==> src/rtl/vga_pkg.sv <==
// vga_pkg: shared phase encoding, coordinate width and default 640x480@60 timing
package vga_pkg;
  typedef enum logic [1:0] {PH_ACT, PH_FP, PH_SYNC, PH_BP} phase_t;
  localparam int COORD_W = 11;
  localparam int MAX_LEN = (1 << COORD_W) - 1;
  localparam int DEF_H_ACTIVE = 640;
  localparam int DEF_H_FP = 16;
  localparam int DEF_H_SYNC = 96;
  localparam int DEF_H_BP = 48;
  localparam int DEF_V_ACTIVE = 480;
  localparam int DEF_V_FP = 10;
  localparam int DEF_V_SYNC = 2;
  localparam int DEF_V_BP = 33;
  function automatic bit len_ok(input int n);
    return n >= 1 && n <= MAX_LEN;
  endfunction
endpackage

==> src/rtl/vga_axis_seq.sv <==
// vga_axis_seq: one raster axis walking ACT -> FP -> SYNC -> BP, exposing its post-step phase/count
module vga_axis_seq
  import vga_pkg::*;
#(
  parameter int ACTIVE = DEF_H_ACTIVE,
  parameter int FP = DEF_H_FP,
  parameter int SYNC = DEF_H_SYNC,
  parameter int BP = DEF_H_BP
) (
  input  logic               clk,
  input  logic               rst_n,
  input  logic               step,
  output phase_t             phase,
  output logic [COORD_W-1:0] count,
  output logic               wrap
);
  phase_t cur_phase;
  logic [COORD_W-1:0] cur_count, last;
  logic at_end;
  // phase/count are the values this axis holds after the current edge, so the top can register outputs with no lag
  always_comb begin
    last = cur_phase == PH_ACT ? COORD_W'(ACTIVE - 1) : cur_phase == PH_FP ? COORD_W'(FP - 1) : cur_phase == PH_SYNC ? COORD_W'(SYNC - 1) : COORD_W'(BP - 1);
    at_end = cur_count == last;
    wrap = step && at_end && cur_phase == PH_BP;
    phase = step && at_end ? phase_t'(cur_phase + 2'd1) : cur_phase;
    count = !step ? cur_count : at_end ? '0 : cur_count + COORD_W'(1);
  end
  // reset parks the axis on the last count of back porch so the first step enters the active region
  always_ff @(posedge clk or negedge rst_n)
    if (!rst_n) begin
      cur_phase <= PH_BP;
      cur_count <= COORD_W'(BP - 1);
    end else begin
      cur_phase <= phase;
      cur_count <= count;
    end
endmodule

==> src/rtl/vga_timing_ctrl.sv <==
// vga_timing_ctrl: VGA raster timing (sync, display enable, 1-based coordinates, line/frame strobes); VGA_SYNC_ALIGN_EN adds one register stage on oHS/oVS
module vga_timing_ctrl
  import vga_pkg::*;
#(
  parameter int   H_ACTIVE = DEF_H_ACTIVE,
  parameter int   H_FP = DEF_H_FP,
  parameter int   H_SYNC = DEF_H_SYNC,
  parameter int   H_BP = DEF_H_BP,
  parameter int   V_ACTIVE = DEF_V_ACTIVE,
  parameter int   V_FP = DEF_V_FP,
  parameter int   V_SYNC = DEF_V_SYNC,
  parameter int   V_BP = DEF_V_BP,
  parameter logic SYNC_POL = 1'b0
) (
  input  logic               VGA_CLK,
  input  logic               RESET,
  input  logic               EN,
  output logic               oHS,
  output logic               oVS,
  output logic               oSYNC_COLOR,
  output logic [COORD_W-1:0] oCurrent_X,
  output logic [COORD_W-1:0] oCurrent_Y,
  output logic               oLINE_START,
  output logic               oFRAME_START
);
  phase_t h_phase, v_phase;
  logic [COORD_W-1:0] h_count, v_count;
  logic h_wrap, v_wrap, hs, vs;
  if (!(len_ok(H_ACTIVE) && len_ok(H_FP) && len_ok(H_SYNC) && len_ok(H_BP) && len_ok(V_ACTIVE) && len_ok(V_FP) && len_ok(V_SYNC) && len_ok(V_BP))) begin : g_bad_timing
    $fatal(1, "vga_timing_ctrl: every timing length must be in 1..%0d", MAX_LEN);
  end
  vga_axis_seq #(.ACTIVE(H_ACTIVE), .FP(H_FP), .SYNC(H_SYNC), .BP(H_BP)) u_h (
    .clk(VGA_CLK), .rst_n(RESET), .step(EN), .phase(h_phase), .count(h_count), .wrap(h_wrap)
  );
  vga_axis_seq #(.ACTIVE(V_ACTIVE), .FP(V_FP), .SYNC(V_SYNC), .BP(V_BP)) u_v (
    .clk(VGA_CLK), .rst_n(RESET), .step(h_wrap), .phase(v_phase), .count(v_count), .wrap(v_wrap)
  );
  // decode post-edge axis state into registered outputs; strobes only live on enabled edges
  always_ff @(posedge VGA_CLK or negedge RESET)
    if (!RESET) begin
      hs <= !SYNC_POL;
      vs <= !SYNC_POL;
      oSYNC_COLOR <= 1'b0;
      oCurrent_X <= '0;
      oCurrent_Y <= '0;
      oLINE_START <= 1'b0;
      oFRAME_START <= 1'b0;
    end else if (EN) begin
      hs <= h_phase == PH_SYNC ? SYNC_POL : !SYNC_POL;
      vs <= v_phase == PH_SYNC ? SYNC_POL : !SYNC_POL;
      oSYNC_COLOR <= h_phase == PH_ACT && v_phase == PH_ACT;
      oCurrent_X <= h_phase == PH_ACT ? h_count + COORD_W'(1) : '0;
      oCurrent_Y <= v_phase == PH_ACT ? v_count + COORD_W'(1) : '0;
      oLINE_START <= h_wrap && v_phase == PH_ACT;
      oFRAME_START <= v_wrap;
    end else begin
      oLINE_START <= 1'b0;
      oFRAME_START <= 1'b0;
    end
`ifdef VGA_SYNC_ALIGN_EN
  // delay sync one enabled clock to line up with colour registered after the coordinates
  always_ff @(posedge VGA_CLK or negedge RESET)
    if (!RESET) begin
      oHS <= !SYNC_POL;
      oVS <= !SYNC_POL;
    end else if (EN) begin
      oHS <= hs;
      oVS <= vs;
    end
`else
  assign oHS = hs;
  assign oVS = vs;
`endif
endmodule

==> config.mk <==
export PLATFORM = sky130hd
export DESIGN_NAME = vga_timing_ctrl
export DESIGN_NICKNAME = d
export VERILOG_FILES = /design/src/rtl/vga_pkg.sv /design/src/rtl/vga_axis_seq.sv /design/src/rtl/vga_timing_ctrl.sv
export SDC_FILE = /design/constraint.sdc
export NUM_CORES = 1
export LEC_CHECK = 0
export ABC_AREA = 0
export CAP_MARGIN = 20
export CORE_UTILIZATION = 45
export CTS_CLUSTER_DIAMETER = 80
export DETAILED_ROUTE_END_ITERATION = 7
export GPL_ROUTABILITY_DRIVEN = 1
export PLACE_DENSITY = 0.68
export SYNTH_ARGS = -nofsm -noshare
export SYNTH_HDL_FRONTEND = slang
export SYNTH_HIERARCHICAL = 1
export SYNTH_SLANG_ARGS = --single-unit
==> constraint.sdc <==
create_clock -name VGA_CLK -period 4.44 [get_ports VGA_CLK]
set_input_delay 0.666 -clock VGA_CLK [delete_from_list [all_inputs] [get_ports VGA_CLK]]
set_output_delay 0.666 -clock VGA_CLK [all_outputs]
set_load 0.01 [all_outputs]
---- Word level (Yosys, flattened, before mapping) ----
Cells that the tools add are included.
operators by class
  mux-type cells .......................... 18
  multiply operators ...................... 0
  div/mod/pow operators ................... 0
  bitwise logic cells ..................... 0
  equal/unequal tests ..................... 10
  reduce and logical (&&, ||, !) cells .... 10
  order comparisons ....................... 0
  shift operators ......................... 0
  $add $sub $neg .......................... 6
operator list
  cell                   count
  $mux 11                10
  $add 11x1->11 const B  4
  $eq 11x11->1           2
  $eq 2x2->1 const B     6
  $logic_not 2->1        4
  $mux 7                 1
  $logic_and 1x1->1      6
  $mux 6                 1
  $add 2x1->2 const B    2
  $eq 2x1->1 const B     2
  $mux 1                 4
  $mux 2                 2
storage, ports and cells
  word-level logic and storage cells ...... 55
  memories kept ........................... 0
  memory bits (writable) .................. 0
  input port bits ......................... 3
  flip-flop bits (word level) ............. 53
  bits in read-only memories .............. 0
  bits in latches ......................... 0

---- Logic depth before layout (Yosys ltp) ----
Gate-level depths: netlist (run 1).
  word-level depth ........................ 12
  depth in mapped cells ................... 15
  gate-level depth less buffers ........... 14

---- Hierarchy ----
Netlist (run 1), hierarchy kept.
modules (own cells, without submodules)
  module               area an instance (um2)  instances  sequential area each (um2)  cells an instance
  vga_timing_ctrl      1,485.2                 1          678.2                       156
  vga_axis_seq at u_v  788.3                   1          329.1                       86
  vga_axis_seq at u_h  739.5                   1          334.1                       72

---- Worst setup path before layout (run 1) ----
Ideal clock, no wire load.
  path type ............................... register -> register
  from .................................... register u_h.cur_phase[0]
  to ...................................... register oCurrent_Y[10]
  arrival time ............................ 3,493 ps
  cell stages (with the launch flop) ...... 14
  data required time ...................... 4,372 ps
  clock period less this slack ............ 3,561 ps
  path buffers ............................ 1
  path slack .............................. 879 ps
  path through ............................ dfstp_2 inv_1 ha_1 xor2_1 nand4_2 nor3_4 and2_2 clkbuf_1 nand3_1 or4_1 o31ai_1 nand3_1 or4_1 nand3_1
RTL lines
  what                      line                   text
  start: declaration        vga_axis_seq.sv:17     phase_t cur_phase;
  start signal: assignment  vga_axis_seq.sv:34     cur_phase <= phase;
  $eq 2x2->1                vga_axis_seq.sv:22     last = cur_phase == PH_ACT ? COORD_W'(ACTIVE - 1) : cur_phase == PH_FP ? COORD_W'(FP - 1) : cur_phase == PH_SY ...
  $mux 7                    vga_axis_seq.sv:22
  $mux 11 (2 in series)     vga_axis_seq.sv:22
  $eq 11x11->1              vga_axis_seq.sv:23     at_end = cur_count == last;
  $logic_and 1x1->1         vga_axis_seq.sv:24     wrap = step && at_end && cur_phase == PH_BP;
  $logic_and 1x1->1 *       vga_axis_seq.sv:24
  named net h_wrap          vga_timing_ctrl.sv:28  logic h_wrap, v_wrap, hs, vs;
  $mux 11 *                 vga_axis_seq.sv:26     count = !step ? cur_count : at_end ? '0 : cur_count + COORD_W'(1);
  named net v_count[5]      vga_timing_ctrl.sv:27  logic [COORD_W-1:0] h_count, v_count;
  $add 11x1->11 *           vga_timing_ctrl.sv:53  oCurrent_Y <= v_phase == PH_ACT ? v_count + COORD_W'(1) : '0;
  $mux 11 *                 vga_timing_ctrl.sv:53
  end signal: assignment    vga_timing_ctrl.sv:53
  end: declaration          vga_timing_ctrl.sv:22  output logic [COORD_W-1:0] oCurrent_Y,
The timed path passes the listed nets; every way through them passes the cells marked *.
A chain may end at the register's enable or synchronous reset.

---- Final worst setup path (run 1) ----
  from .................................... register u_h.cur_phase[0]
  to ...................................... register oCurrent_Y[9]
between the ends
  cells in the longest elaborated chain, start to end .. 11
ends and longest elaborated chain
  what                   line                   text
  $eq 2x2->1             vga_axis_seq.sv:22
  $mux 7                 vga_axis_seq.sv:22
  $mux 11 (2 in series)  vga_axis_seq.sv:22
  $eq 11x11->1           vga_axis_seq.sv:23
  $logic_and 1x1->1      vga_axis_seq.sv:24
  $logic_and 1x1->1 *    vga_axis_seq.sv:24
  named net h_wrap       vga_timing_ctrl.sv:28
  $logic_and 1x1->1 *    vga_axis_seq.sv:25     phase = step && at_end ? phase_t'(cur_phase + 2'd1) : cur_phase;
  $mux 2 *               vga_axis_seq.sv:25
  named net v_phase[1]   vga_timing_ctrl.sv:26  phase_t h_phase, v_phase;
  $logic_not 2->1 *      vga_timing_ctrl.sv:53
  $mux 11 *              vga_timing_ctrl.sv:53
Marked as above.

==> results.py, run 1 <==
metrics = {
    "outcome": {
        "status": "finished with violations",
        "violations": "design-rule violations",
    },
    "clock_network": {
        "path_clk_slew_ns": 0.10,
        "insertion_delay_ns": 0.31,
        "cts_setup_buffers": 0,
        "numCtsBuffers": 5,
        "root_buffer": "clkbuf_8",
        "clkSinkCount": 53,
        "cts_hold_buffers": 0,
        "tritoncts": "done",
        "h-tree-depth": 2,
        "cts-resized-gates": 0,
        "clockBufferDepth": 2,
    },
    "synth": {
        "synth_area_mm2": 0.00301,
        "syn_inst": 314,
        "synth_edf_count": 0,
        "synth_warnings": 6,
        "synth_area_leaders": "dfrtp_1 (34%), dfstp_2 (10%), nand3_1 (4.8%)",
        "synth_seq_cells": 53,
        "synthArstFlopShare_pct": 100,
        "postSynthAreaPerCell_um2": 9.60,
        "yosysTopAreaCell": "dfrtp_1",
        "synth_ff_type": "dfrtp_1",
        "seq_area_frac_synth_pct": 44.5,
        "ys_types": 50,
        "syn-num-nets": 328,
        "synth_top_area_share_pct": 34.1,
    },
    "timing": {
        "rsz0062_at_grt": "no",
        "max_slew_margin_pct": 40.2,
        "setup_viol": 0,
        "setup_ws_ns": 0.583,
        "tns_ns": 0,
        "clock.fmax_mhz": 259,
        "finalHoldViolations": 0,
        "tightestPinTransition_ns": 0.887,
        "min_period_ns": 3.86,
        "final.period_utilization_pct": 86.9,
        "final.setup_skew_ns": 0.0110,
        "slew_violations": 0,
        "hold_ws_ns": 0.462,
    },
    "final_layout": {
        "antenna_cells": 0,
        "final_util_pct": 53.9,
        "fill_cells": 587,
        "design_area_mm2": 0.00346,
        "nNetsFinal": 356,
        "area_delta_synth_final_pct": 15.0,
        "layout-drive-gt1-share_pct": 10.2,
    },
    "power": {
        "p_comb_share_pct": 32.5,
        "power_density_mw_per_mm2": 405,
        "intPower_mw": 0.899,
        "p_leak_nw": 1.49,
        "p_switching_mw": 0.505,
        "sequentialPowerShare_pct": 46.0,
        "sw_frac_of_total_pct": 36.0,
        "p_clk_share_pct": 21.5,
        "ir_worst_vdd_mv": 0.251,
    },
    "floorplanning": {
        "rows": 29,
        "ios": 30,
        "core_area_mm2": 0.00642,
        "start_util_pct": 46.9,
        "die-area_mm2": 0.00703,
        "die_w_um": 83.8,
        "chipHeight_um": 83.8,
    },
    "placement": {
        "io_buffers": 29,
        "dp_slack_ns": 0.407,
        "dp_hpwl_mm": 4.50,
        "place.gp.congestion": 0.843,
        "dpl_cell_area_mm2": 0.00336,
    },
    "drt": {
        "route.met2.wl_mm": 2.69,
        "drc": 2,
        "dr.pass1.iters": 6,
        "m1WireLength_mm": 3.37,
        "top_layer_used": "met4",
        "wl_met3_um": 244,
        "wire_per_inst_um": 15.1,
        "vias_per_cell": 5.76,
        "ant_nets": 0,
        "routed_wl_mm": 6.36,
        "vias": 2421,
        "initialDrtViolationCount": 215,
    },
    "grt": {
        "overflow": 0,
        "grt_max_degree": 54,
        "grt.total_usage_pct": 19.2,
        "grt_pass1_vias": 2169,
        "grt_pass1_wl_mm": 10.7,
        "antenna_found_initial": 0,
    },
    "setup_path": {
        "crit_arrival_ns": 4.10,
        "worstSetupPathType": "reg2reg",
        "startpoint_type": "flop",
        "end_kind": "flop",
        "cp-startpoint": "u_h/cur_phase[0]$_DFF_PN1_",
        "timing.rr.start": "u_h/cur_phase[0]$_DFF_PN1_",
        "crit_fanout": 13,
        "crit_required_ns": 4.68,
    },
    "hold_path": {
        "hold_class": "in2async",
    },
    "flow_run": {
        "maxCapViolations": 0,
    },
}
==> synthesized netlist by cell type (all sizes together), types with 2 or more instances <==
| cell type | n |
|---|---|
| buf | 4 |
| nand2 | 18 |
| or4 | 14 |
| or4b | 4 |
| nor3 | 5 |
| o2111ai | 2 |
| nand2b | 12 |
| o211ai | 9 |
| nand4 | 18 |
| nor2 | 17 |
| and4 | 2 |
| a21oi | 4 |
| clkbuf | 7 |
| or2 | 2 |
| dfrtp | 41 |
| dfstp | 12 |
| ha | 11 |
| xor2 | 11 |
| a31oi | 2 |
| nand3 | 29 |
| and3 | 6 |
| o21ai | 13 |
| and2 | 3 |
| mux2 | 2 |
| xnor2 | 13 |
| o22ai | 10 |
| inv | 25 |
| nor3b | 3 |
| or3b | 3 |
==> critical path, cell delays in order, from the launching register on <==
cell and delay, ns:
dfstp_2 0.56, inv_1 0.08, ha_1 0.32, xor2_1 0.17, nand4_2 0.18, nor3_4 0.15, and2_2 0.30, and3_1 0.18
and3_1 0.27, o21ai_0 0.26, or3b_1 0.61, or4_1 0.59, nand4_1 0.11
==> path summary, 6_finish.rpt <==
check,slack [ns],cells after the start,end
setup / recovery,0.58,12,oCurrent_Y[9]$_DFFE_PN0P_
hold / removal,0.46,2,oCurrent_X[3]$_DFFE_PN0P_
setup reg to reg,0.58,12,oCurrent_Y[9]$_DFFE_PN0P_
hold reg to reg,0.49,2,oCurrent_X[6]$_DFFE_PN0P_
max in group asynchronous,3.52,2,u_v/cur_count[4]$_DFF_PN0_
min in group VGA_CLK,0.49,2,oCurrent_X[6]$_DFFE_PN0P_
==> cell usage in the layout, fill, tap and decap left out, types with 3 or more instances in the layout <==
master | synthesis | layout
a21oi_1 | 4 | 4
and3_1 | 5 | 5
buf_4 | 0 | 3
clkbuf_8 | 0 | 7
clkdlybuf4s50_1 | 0 | 28
dfrtp_1 | 41 | 41
dfstp_2 | 12 | 12
ha_1 | 11 | 11
inv_1 | 25 | 25
nand2_1 | 18 | 18
nand2b_1 | 12 | 12
nand3_1 | 29 | 29
nand4_1 | 17 | 17
nor2_1 | 17 | 17
nor3_1 | 4 | 4
o211ai_1 | 9 | 9
o21ai_0 | 12 | 12
o22ai_1 | 10 | 10
or3b_1 | 3 | 3
or4_1 | 14 | 14
or4b_1 | 4 | 4
xnor2_1 | 13 | 13
xor2_1 | 11 | 11
==> metal layers <==
| layer | vias to the layer above | global-route usage, % |
|---|---|---|
| met5 | - | 0 |
| met4 | 0 | 6.58 |
| li1 | 1203 | - |
| met2 | 53 | 27.2 |
| met1 | 1161 | 29.5 |
| met3 | 4 | 2.97 |
==> sequential cells by signal, summed over array words and instances, names as in the netlist <==
name and cells:
oCurrent_X 11, oCurrent_Y 11, oFRAME_START 1, oHS 1
oLINE_START 1, oSYNC_COLOR 1, oVS 1, u_h/cur_count 11
u_h/cur_phase 2, u_v/cur_count 11, u_v/cur_phase 2
==> final cells by class <==
| cell class | count | area, um2 | share of cell area [%] |
|---|---|---|---|
| multi-input combinational | 225 | 1520 | 43.9 |
| timing repair buffer | 32 | 308 | 8.89 |
| inverter | 25 | 93.8 | 2.71 |
| clock buffer | 7 | 96.3 | 2.78 |
| tap | 77 | 96.3 | 2.78 |
| clock inverter | 1 | 8.76 | 0.253 |
| sequential | 53 | 1340 | 38.7 |
==> power groups by stage <==
stage          clock network, mW  logic, mW  registers (mW)
3_5_place_dp                   0      0.453           0.654
2_1_floorplan                  0      0.313           0.649
6_report                   0.302      0.457           0.646
4_1_cts                    0.313      0.458           0.645
3_3_place_gp                   0      0.451           0.650
5_1_grt                    0.328      0.512           0.655
==> per-stage QoR <==
step           power [mW]  cells
3_5_place_dp         1.11    412
2_1_floorplan       0.963    314
5_1_grt              1.49    420
4_1_cts              1.42    420
3_3_place_gp         1.10    412
6_report             1.40    420
==> cells by family after synthesis <==
kind of cell / after synthesis / share of synthesized area [%]
xor+xnor: 24 / 6.98
buf+inv: 36 / 5.07
mux: 2 / 0.872
simple gates: 142 / 27.9
flops: 53 / 44.5
fa+ha+maj: 11 / 4.57
compound gates: 46 / 10.1
Note: power is estimated with default switching activity, not from simulation.
==> inputs of run 2 (changes only) <==
- CTS_CLUSTER_DIAMETER: 80 -> not set
==> results of run 2 <==
The final DEF is identical to that of run 1; final timing and power are the same.
